File: src/rtl/rf_pkg.sv
// Shared types and helpers for the 8x16 register bank and its clear engine.
package rf_pkg;

   localparam int DATA_W = 16;
   localparam int NREG   = 8;

   typedef enum logic {IDLE, CLEAR} rf_clr_state_t;

   typedef struct packed {
      logic       valid;
      logic       multi;
      logic [2:0] idx;
   } onehot_t;

   // Decode the write-decoder load vector: exactly one bit -> valid, two or more -> multi.
   function automatic onehot_t onehot_idx(input logic [NREG-1:0] wld);
      onehot_t r;
      int      cnt;
      r   = '0;
      cnt = 0;
      for (int i = 0; i < NREG; i++) begin
         if (wld[i]) begin
            cnt++;
            if (cnt == 1) r.idx = 3'(i);
         end
      end
      r.valid = (cnt == 1);
      r.multi = (cnt >= 2);
      return r;
   endfunction

endpackage

File: src/rtl/reg_bank_8x16_if.sv
// Write/read/clear bus of the register bank; master drives requests, slave returns data and status.
interface reg_bank_8x16_if #(parameter int DATA_W = 16);

   logic [7:0]        wld;
   logic [DATA_W-1:0] wdata;
   logic [2:0]        ra;
   logic [2:0]        rb;
   logic              clr_start;
   logic [DATA_W-1:0] rd_a;
   logic [DATA_W-1:0] rd_b;
   logic              busy;
   logic              wr_drop;
   logic              err;

   modport master (output wld, wdata, ra, rb, clr_start,
                   input  rd_a, rd_b, busy, wr_drop, err);
   modport slave  (input  wld, wdata, ra, rb, clr_start,
                   output rd_a, rd_b, busy, wr_drop, err);

endinterface

File: src/rtl/rf_clear_fsm.sv
// Sequential clear engine: on an accepted start, strobes one register index per cycle, 0 through 7.
module rf_clear_fsm
   import rf_pkg::*;
(
   input  logic       clk,
   input  logic       reset_n,
   input  logic       clr_start,
   output logic       busy,
   output logic       clr_stb,
   output logic [2:0] clr_idx,
   output logic       start_acc
);

   rf_clr_state_t state, state_nxt;
   logic [2:0]    ptr, ptr_nxt;
   logic          busy_nxt;

   always_ff @(posedge clk or negedge reset_n) begin
      if (!reset_n) begin
         state <= IDLE;
         ptr   <= '0;
         busy  <= 1'b0;
      end else begin
         state <= state_nxt;
         ptr   <= ptr_nxt;
         busy  <= busy_nxt;
      end
   end

   always_comb begin
      state_nxt = state;
      ptr_nxt   = ptr;
      busy_nxt  = busy;
      clr_stb   = 1'b0;
      start_acc = 1'b0;
      case (state)
         IDLE: begin
            if (clr_start) begin
               start_acc = 1'b1;
               state_nxt = CLEAR;
               ptr_nxt   = '0;
               busy_nxt  = 1'b1;
            end
         end
         CLEAR: begin
            clr_stb = 1'b1;
            ptr_nxt = ptr + 3'd1;
            // Last index written this cycle; busy falls on the same edge.
            if (ptr == 3'd7) begin
               state_nxt = IDLE;
               busy_nxt  = 1'b0;
            end
         end
         default: state_nxt = IDLE;
      endcase
   end

   assign clr_idx = ptr;

endmodule

File: src/rtl/reg_bank_8x16.sv
// 8-entry register bank with two combinational read ports and a sequential clear engine.
// Optional same-cycle write-to-read forwarding when RF_BYPASS_EN is defined.
module reg_bank_8x16
   import rf_pkg::*;
#(
   parameter int                DATA_W    = rf_pkg::DATA_W,
   parameter logic [DATA_W-1:0] RESET_VAL = '0,
   parameter bit                R0_ZERO   = 1'b1
)(
   input  logic            clk,
   input  logic            reset_n,
   reg_bank_8x16_if.slave  bus
);

   localparam int NPORT = 2;

   logic [NREG-1:0][DATA_W-1:0]  regs;
   onehot_t                      wsel;
   logic                         busy, clr_stb, start_acc;
   logic [2:0]                   clr_idx;
   logic                         r0_hit, wr_en, drop;
   logic                         wr_drop_q, err_q;
   logic [NPORT-1:0][2:0]        raddr;
   logic [NPORT-1:0][DATA_W-1:0] rdata;

   rf_clear_fsm u_clr (
      .clk       (clk),
      .reset_n   (reset_n),
      .clr_start (bus.clr_start),
      .busy      (busy),
      .clr_stb   (clr_stb),
      .clr_idx   (clr_idx),
      .start_acc (start_acc)
   );

   assign wsel   = onehot_idx(bus.wld);
   assign r0_hit = R0_ZERO && wsel.valid && (wsel.idx == 3'd0);
   assign wr_en  = !busy && wsel.valid && !r0_hit;
   // While clearing, any load request is discarded; in IDLE only multi-hot is.
   assign drop   = busy ? (|bus.wld) : wsel.multi;

   always_ff @(posedge clk or negedge reset_n) begin
      if (!reset_n) begin
         regs <= {NREG{RESET_VAL}};
      end else if (clr_stb) begin
         regs[clr_idx] <= RESET_VAL;
      end else if (wr_en) begin
         regs[wsel.idx] <= bus.wdata;
      end
   end

   // A start accepted in the same cycle as a bad load vector leaves err clear.
   always_ff @(posedge clk or negedge reset_n) begin
      if (!reset_n) begin
         wr_drop_q <= 1'b0;
         err_q     <= 1'b0;
      end else begin
         wr_drop_q <= drop;
         if (start_acc)       err_q <= 1'b0;
         else if (wsel.multi) err_q <= 1'b1;
      end
   end

   assign raddr[0] = bus.ra;
   assign raddr[1] = bus.rb;

   for (genvar p = 0; p < NPORT; p++) begin : g_rd
      always_comb begin
         rdata[p] = regs[raddr[p]];
         if (R0_ZERO && (raddr[p] == 3'd0)) rdata[p] = RESET_VAL;
`ifdef RF_BYPASS_EN
         if (wr_en && (wsel.idx == raddr[p])) rdata[p] = bus.wdata;
`endif
      end
   end

   assign bus.rd_a    = rdata[0];
   assign bus.rd_b    = rdata[1];
   assign bus.busy    = busy;
   assign bus.wr_drop = wr_drop_q;
   assign bus.err     = err_q;

endmodule

File: src/flat_wrapper.sv
// flat-port wrapper written by rule: the top's interface ports become plain ports
module reg_bank_8x16_flat import rf_pkg::*;
#(
   parameter int                DATA_W    = rf_pkg::DATA_W,
   parameter logic [DATA_W-1:0] RESET_VAL = '0,
   parameter bit                R0_ZERO   = 1'b1
)
  (clk, reset_n, bus_wld, bus_wdata, bus_ra, bus_rb, bus_clr_start, bus_rd_a, bus_rd_b, bus_busy, bus_wr_drop, bus_err);
  reg_bank_8x16_if #(.DATA_W(DATA_W)) bus_i ();
  input  logic clk;
  input  logic reset_n;
  input wire logic [$bits(bus_i.wld)-1:0] bus_wld;
  input wire logic [$bits(bus_i.wdata)-1:0] bus_wdata;
  input wire logic [$bits(bus_i.ra)-1:0] bus_ra;
  input wire logic [$bits(bus_i.rb)-1:0] bus_rb;
  input wire logic [$bits(bus_i.clr_start)-1:0] bus_clr_start;
  output wire logic [$bits(bus_i.rd_a)-1:0] bus_rd_a;
  output wire logic [$bits(bus_i.rd_b)-1:0] bus_rd_b;
  output wire logic [$bits(bus_i.busy)-1:0] bus_busy;
  output wire logic [$bits(bus_i.wr_drop)-1:0] bus_wr_drop;
  output wire logic [$bits(bus_i.err)-1:0] bus_err;
  assign bus_i.wld = bus_wld;
  assign bus_i.wdata = bus_wdata;
  assign bus_i.ra = bus_ra;
  assign bus_i.rb = bus_rb;
  assign bus_i.clr_start = bus_clr_start;
  assign bus_rd_a = bus_i.rd_a;
  assign bus_rd_b = bus_i.rd_b;
  assign bus_busy = bus_i.busy;
  assign bus_wr_drop = bus_i.wr_drop;
  assign bus_err = bus_i.err;
  reg_bank_8x16 #(.DATA_W(DATA_W), .RESET_VAL(RESET_VAL), .R0_ZERO(R0_ZERO)) u_core (.clk(clk), .reset_n(reset_n), .bus(bus_i));
endmodule
File: config.mk
export PLATFORM = sky130hd
export DESIGN_NAME = reg_bank_8x16_flat
export DESIGN_NICKNAME = d
export VERILOG_FILES = /design/src/rtl/rf_pkg.sv /design/src/rtl/reg_bank_8x16_if.sv /design/src/rtl/rf_clear_fsm.sv /design/src/rtl/reg_bank_8x16.sv /design/src/flat_wrapper.sv
export SDC_FILE = /design/constraint.sdc
export NUM_CORES = 1
export LEC_CHECK = 0
export BUFFER_PORTS_ARGS = -buffer_cell sky130_fd_sc_hd__buf_2
export CORE_MARGIN = 2
export CORE_UTILIZATION = 44
export DETAILED_ROUTE_END_ITERATION = 7
export GPL_ROUTABILITY_DRIVEN = 0
export GPL_TIMING_DRIVEN = 0
export PLACE_DENSITY = 0.58
export SYNTH_ARGS = -nofsm -noshare
export SYNTH_HDL_FRONTEND = slang
export SYNTH_HIERARCHICAL = 1
export SYNTH_SLANG_ARGS = --single-unit
export TNS_END_PERCENT = 50
File: constraint.sdc
create_clock -name clk -period 3.2 [get_ports clk]
set_input_delay 0.64 -clock clk [delete_from_list [all_inputs] [get_ports clk]]
set_output_delay 0.64 -clock clk [all_outputs]
set_load 0.02 [all_outputs]
==> run summary, run 1 <==
Worst hold-check slack: 107.2 ps
Via count of the first global-routing pass: 7006
Share of the synthesized area in the top cell type: 0.3561
Avg Cell Area, Syn: 9.968 um^2
Run status: finished with violations
TritonCTS clock tree: built
Post-Synthesis Cell Area: 8363 um^2
Post-Place Cells: 1134
Number of failing hold endpoints at the final stage: 0
Total Power Consumption: 6.911 mW
Global route overflow: 0
Max Cap Violations: 0
Power density over the cells: 641.9 nW/um^2
CTS clock-pin slew for the worst setup and hold paths: 60 ps
Leak Pwr: 4.494 nW
Largest cells by area after synthesis: sky130_fd_sc_hd__dfrtp_1 36%, sky130_fd_sc_hd__mux2i_1 11%, sky130_fd_sc_hd__mux4_2 8.6%
Initial core utilization: 0.4471
Endpoint required time on the critical path: 3550 ps
Post-synthesis register bit count: 119
Pins over their slew limit: 0
Share of flip-flops with an asynchronous set or reset: 1.000
Vert. Die Dim: 141.9 um
Proportion of layout cells with a drive suffix above 1: 0.3144
Fin Setup TNS: -144860 ps
Worst max-slew margin expressed relative to the limit: 0.1272
Half-perimeter wire length of the detailed placement result: 17.63 mm
Layout Cells excl Fill: 1220
Synth Warn #: 6
Floorplan Core Area: 18710 um^2
Unrepaired setup endpoints after global routing: true
Largest voltage drop on the vdd net: 0.0003302 V
Largest stage delay, worst path: 430 ps
Max Clock Freq: 216.9 MHz
Maximum number of pins on one net before global-route repair: 86
Global-route usage over all layers: 0.2532
Violated checks: setup timing
Post-Place Setup Slack: -2685 ps
Share of the cycle needed by the critical path after routing: 1.441
Number of design rule violations left after detail routing: 0
Top cell type by total area after synthesis: sky130_fd_sc_hd__dfrtp_1
Number of distinct library cells after synthesis: 78
Post-synth net total: 889
H-Tree Level Count: 4
Period minus WS final: 4610 ps
Main flop type after synthesis: sky130_fd_sc_hd__dfrtp_1
Design Area, Final: 10770 um^2
Number of buffers inserted for hold repair after clock tree synthesis: 0
Worst Setup Slack, final: -1410 ps
Clock sink count: 119
Placed inst area: 9165 um^2
Arrival time at the worst endpoint: 4960 ps
Setup-violating endpoint count in the final report: 114
Number of antenna-violating nets in the routed design: 0
Final core area utilization: 0.5756
Die area: 20130 um^2
Final wirelength: 24.83 mm
Post-synthesis sequential area ratio: 0.3561
Syn Inst Count: 839
Routed length per placed instance: 20.35 um
Dominant cell type by count on the critical path: sky130_fd_sc_hd__ha_4
Critical path fanouts, max: 5
I/O Pins: 68
Worst hold path type: primary input to asynchronous set/reset pin
Via count: 7106
Cell chosen for the clock root: sky130_fd_sc_hd__clkbuf_16
Latest clock arrival within the worst-skew pair: 420 ps
Global-route wire length before repair: 39.54 mm
Number of fill cells: 1575
Critical path class: primary input to flop
Number of buffer and inverter stages on the critical path: 7
Area growth from synthesis to layout: 28.74%
Type of element capturing the critical path: flop
Number of vias per cell: 5.825
Die Span X: 141.9 um
Iteration count of the initial detailed-routing pass: 5
Worst-Margin Slew: 1291 ps
Max Buffers Root-to-Sink: 2
Layout Skew: 6.229 ps
Number of I/O port buffers: 60
Crit path max-delay cell type: sky130_fd_sc_hd__or3_4
Final-stage net count: 1023
Number of enable flip-flop cells after synthesis: 0
Top cell family by delay on the critical path: simple AND/OR/NAND/NOR gates
Setup crit start kind: primary input
Count of antenna diodes in the layout: 0
Clock buffers created by TritonCTS: 17
Number of DRC violations after detailed-routing iteration 0: 475
Number of antenna violations at the first check in global routing: 0
Number of rows created at floorplan: 50
## routing by layer
layer	track usage	part of all wire	up-vias
li1	-	-	3331
met1	0.3425	0.44	3484
met2	0.4211	0.49	257
met3	0.04084	0.051	34
met4	0.07579	0.020	0
met5	0	0	-
## layout by cell type (no fill, tap or decap), drive strengths merged, types with 5 or more instances in the layout
| cell type | Yosys | final |
|---|---|---|
| a221oi | 33 | 33 |
| ha | 17 | 17 |
| clkbuf | 47 | 71 |
| mux4 | 32 | 32 |
| nand2 | 120 | 120 |
| nor2 | 12 | 12 |
| nand2b | 19 | 19 |
| mux2i | 96 | 96 |
| mux2 | 33 | 33 |
| o21ai | 51 | 51 |
| xnor2 | 6 | 6 |
| o311ai | 18 | 18 |
| inv | 69 | 68 |
| bufinv | 0 | 5 |
| buf | 18 | 131 |
| xor2 | 6 | 6 |
| or3 | 6 | 6 |
| o211ai | 19 | 19 |
| a21oi | 37 | 37 |
| dfrtp | 119 | 119 |
| nand3 | 15 | 15 |
| nor2b | 5 | 5 |
## worst paths after layout
kind                               startpoint          endpoint  slack [ps]  cells past startpoint
max                                bus_wld[0]   u_core/regs[62]       -1410                     27
min                                   reset_n   u_core/regs[30]         110                      1
max reg2reg                u_core/u_clr/state   u_core/regs[35]         190                      6
min reg2reg                    u_core/bus.err    u_core/bus.err         500                      2
max in group asynchronous             reset_n  u_core/regs[107]        2350                      2
min in group clk               u_core/bus.err    u_core/bus.err         500                      2
## cell usage after synthesis, types with 19 or more instances
master and count:
sky130_fd_sc_hd__nand2_1 118, sky130_fd_sc_hd__clkbuf_1 47, sky130_fd_sc_hd__nand2b_1 19, sky130_fd_sc_hd__inv_1 68
sky130_fd_sc_hd__o211ai_1 19, sky130_fd_sc_hd__a221oi_1 33, sky130_fd_sc_hd__mux2i_1 96, sky130_fd_sc_hd__o21ai_1 49
sky130_fd_sc_hd__dfrtp_1 119, sky130_fd_sc_hd__a21oi_1 36, sky130_fd_sc_hd__mux4_2 32, sky130_fd_sc_hd__mux2_2 33
## flip-flops by register name (all words and copies together) (netlist names)
name,cells
u_core/regs,112
u_core/u_clr/clr_idx,3
u_core/bus.err,1
u_core/bus.wr_drop,1
u_core/u_clr/busy,1
u_core/u_clr/state,1
## power breakdown
part	switching (mW)	internal [mW]	total [mW]
logic	1.57	1.10	2.67
registers	0.326	1.78	2.11
clock network	0.692	1.44	2.13
## cells by family after synthesis
| family | share of synthesized area |
|---|---|
| flops | 0.3561 |
| xor+xnor | 0.02454 |
| fa+ha+maj | 0.02543 |
| simple gates | 0.1219 |
| buf+inv | 0.06792 |
| mux | 0.2455 |
| compound gates | 0.1586 |
## layout make-up
cell class	instances	area (um^2)	area share
plain buffers	65	399.1	0.03707
clock buffers	23	478.0	0.04439
repair buffers	115	908.4	0.08437
clock inverters	9	170.2	0.01580
flip-flops and latches	119	2978	0.2766
inverters	69	262.8	0.02440
multi-input cells	586	5278	0.4902
well taps	234	292.8	0.02719
## what timing repair did
item,CTS,global route
pin swaps,30,31
endpoints found under the setup margin,134,138
endpoints found under the hold margin,0,0
gates resized for setup,61,44
buffers inserted,32,18
gates cloned,3,3
(Power assumes the default switching activity.)
==> run 2: changes to the inputs <==
PLACE_DENSITY = not set   (was 0.58)
PLACE_DENSITY_LB_ADDON = 0.1   (was not set)
==> run summary, run 2 (synthesis results as in run 1) <==
Launch point of the worst reg-to-reg path: u_core/u_clr/state
Internal Dissipation: 4.230 mW (-2.2%)
Unrepaired setup endpoints after global routing: true
Cell chosen for the clock root: sky130_fd_sc_hd__clkbuf_16
Clock sink count: 119 (unchanged)
Worst max-slew margin expressed relative to the limit: 0.4026 (+0.2754)
Via count: 7307 (+2.8%)
Number of vias per cell: 6.029 (+3.5%)
Share of the cycle needed by the critical path after routing: 1.475 (+0.03396)
Vert. Die Dim: 141.9 um (unchanged)
Worst-Margin Slew: 896.1 ps (-395.0 ps)
Critical path class: primary input to flop
Floorplan Core Area: 18710 um^2 (unchanged)
Highest-count cells in the layout ignoring fill and taps: 119 x sky130_fd_sc_hd__dfrtp_1, 112 x sky130_fd_sc_hd__nand2_1, 93 x sky130_fd_sc_hd__mux2i_1
Global-route usage over all layers: 0.2598 (+0.006620)
GR Util met3: 0.04927 (+0.008437)
Maximum number of pins on one net before global-route repair: 93 (+8.1%)
Period minus WS final: 4719 ps (+108.7 ps)
Power density over the cells: 645.3 nW/um^2 (+0.53%)
Worst reg2reg path depth: 6 (unchanged)
Setup-violating endpoint count in the final report: 119 (+4.4%)
Combinational power share: 0.384 (-0.003)
Area growth from synthesis to layout: 27.63%
Total Power Consumption: 6.888 mW (-0.33%)
Number of design rule violations left after detail routing: 0 (unchanged)
Post-Place Setup Slack: -2701 ps (-16.26 ps)
Final wirelength: 25.61 mm (+3.1%)
Capture point of the worst reg-to-reg path: u_core/regs[29]
Global-route wire length before repair: 40.36 mm (+2.1%)
I/O Pins: 68 (unchanged)
Layout Cells excl Fill: 1212 (-0.66%)
Arrival time at the worst endpoint: 5050 ps (+90 ps)
Crit path launch: bus_wld[1]
Largest voltage drop on the vdd net: 0.0003947 V (+20%)
Number of antenna-violating nets in the routed design: 0 (unchanged)
Leak Pwr: 4.517 nW (+0.50%)
Number of rows created at floorplan: 50 (unchanged)
Max Clock Freq: 211.9 MHz (-2.3%)
Routed length per placed instance: 21.13 um (+3.8%)
Number of fill cells: 1595 (+1.3%)
H-Tree Level Count: 4 (unchanged)
Largest register FFs: 112 (unchanged)
Initial core utilization: 0.4471 (unchanged)
Number of DRC violations after detailed-routing iteration 0: 724 (+52%)
Proportion of layout cells with a drive suffix above 1: 0.3088 (-0.005608)
End of the critical path: u_core/regs[22]
Max Cap Violations: 0 (unchanged)
Clock Power Share: 0.311 (+0.003)
Via count of the first global-routing pass: 7303 (+4.2%)
Setup crit start kind: primary input
Share of power burned in registers: 0.305 (about the same)
Die area: 20130 um^2 (unchanged)
Max Buffers Root-to-Sink: 2 (unchanged)
Worst hold-check slack: 77.22 ps (-30.01 ps)
Violated checks: setup timing
Global route overflow: 0 (unchanged)
Type of element capturing the critical path: flop
Worst Setup Slack, final: -1519 ps (-108.7 ps)
Number of buffers inserted for hold repair after clock tree synthesis: 0 (unchanged)
GRT met1 Usage: 0.3477 (+0.005128)
Count of antenna diodes in the layout: 0 (unchanged)
Run status: finished with violations
Most flops, register: u_core/regs
Most common library cell in the layout ignoring fill and taps: sky130_fd_sc_hd__dfrtp_1
Half-perimeter wire length of the detailed placement result: 18.19 mm (+3.2%)
Worst-case register-to-register setup slack: 350 ps (+160 ps)
Critical path fanouts, max: 6 (+1)
Endpoint required time on the critical path: 3530 ps (-20 ps)
Post-Place Cells: 1135 (+0.088%)
CTS clock-pin slew for the worst setup and hold paths: 60 ps (about the same)
Clock buffers created by TritonCTS: 17 (unchanged)
Number of I/O port buffers: 60 (unchanged)
Net switching share of the total power: 0.3859 (+0.01160)
Gr busiest metal: met2
Final-stage net count: 1015 (-0.78%)
Number of antenna violations at the first check in global routing: 1 (+1)
TritonCTS clock tree: built
Fraction of met2 tracks used by global routing: 0.4236 (+0.002555)
Latest clock arrival within the worst-skew pair: 440 ps (+20 ps)
Iteration count of the initial detailed-routing pass: 5 (unchanged)
Pins over their slew limit: 0 (unchanged)
Worst hold path type: primary input to asynchronous set/reset pin
Switching pwr: 2.658 mW (+2.8%)
Number of failing hold endpoints at the final stage: 0 (unchanged)
Die Span X: 141.9 um (unchanged)
Layout Skew: 14.05 ps (+7.819 ps)
-- run 2: worst min-delay path by stage --
stage,startpoint,slack (ps),endpoint
floorplan,reset_n,340,u_core/bus.err
global placement,u_core/regs[126],490,u_core/regs[126]
detailed placement,u_core/bus.err,510,u_core/bus.err
CTS,reset_n,80,u_core/u_clr/clr_idx[0]
global route,reset_n,100,u_core/regs[80]
finish,reset_n,80,u_core/regs[48]
-- run 2: power groups by stage --
stage | clock network (mW) | logic [mW] | registers [mW]
floorplan | 0 | 1.65 | 2.01
global placement | 0 | 2.22 | 2.08
detailed placement | 0 | 2.29 | 2.11
CTS | 2.16 | 2.51 | 2.09
global route | 2.23 | 2.87 | 2.14
finish | 2.14 | 2.64 | 2.10
-- run 2: area by class of cell --
type	count	area, um^2	share of cell area
Timing Repair Buffer	107	800.8	0.07502
Clock buffer	18	429.2	0.04021
Clock inverter	14	222.7	0.02087
Inverter	69	262.8	0.02462
Tap cell	234	292.8	0.02743
Multi-Input combinational cell	586	5281	0.4948
Sequential cell	119	2978	0.2790
Buffer	65	406.6	0.03810
-- run 2: per-stage QoR --
stage          area (um^2)    util  setup TNS (ps)
5_1_grt              10670  0.5706         -183270
6_report             10670  0.5706         -158260
3_3_place_gp          9131  0.4882         -275670
2_1_floorplan         8538       -         -196510
4_1_cts              10340  0.5529         -156760
3_5_place_dp          9170  0.4902         -276640
-- run 2: metal layers --
layer  share of wire  vias up  routed length, um
li1                -     3312                  -
met4           0.030        0                780
met2            0.48      291              12320
met3           0.060       60               1528
met1            0.43     3644              10980
met5               0        -                  0
-- run 2: critical path: stages --
cell and delay [ps]:
sky130_fd_sc_hd__buf_2 120, sky130_fd_sc_hd__inv_1 140, sky130_fd_sc_hd__ha_4 250, sky130_fd_sc_hd__xnor2_4 140
sky130_fd_sc_hd__ha_4 280, sky130_fd_sc_hd__nand2_4 50, sky130_fd_sc_hd__o31ai_4 80, sky130_fd_sc_hd__ha_4 260
sky130_fd_sc_hd__mux2i_2 170, sky130_fd_sc_hd__inv_1 100, sky130_fd_sc_hd__ha_4 280, sky130_fd_sc_hd__nand2_4 50
sky130_fd_sc_hd__o21ai_4 80, sky130_fd_sc_hd__ha_4 170, sky130_fd_sc_hd__nand2_4 50, sky130_fd_sc_hd__o21a_1 130
sky130_fd_sc_hd__o22a_1 160, sky130_fd_sc_hd__nor3_2 190, sky130_fd_sc_hd__a311oi_2 80, sky130_fd_sc_hd__or3_4 390
sky130_fd_sc_hd__a21oi_4 190, sky130_fd_sc_hd__nand4_4 170, sky130_fd_sc_hd__buf_6 170, sky130_fd_sc_hd__or2_4 270
sky130_fd_sc_hd__clkbuf_16 180, sky130_fd_sc_hd__o311ai_2 220
-- run 2: what timing repair did --
item | in CTS | in global routing
buffers inserted | 31 | 9
endpoints found under the setup margin | 135 | 141
cloned | 3 | 2
resized for setup | 51 | 41
pin swaps | 25 | 14
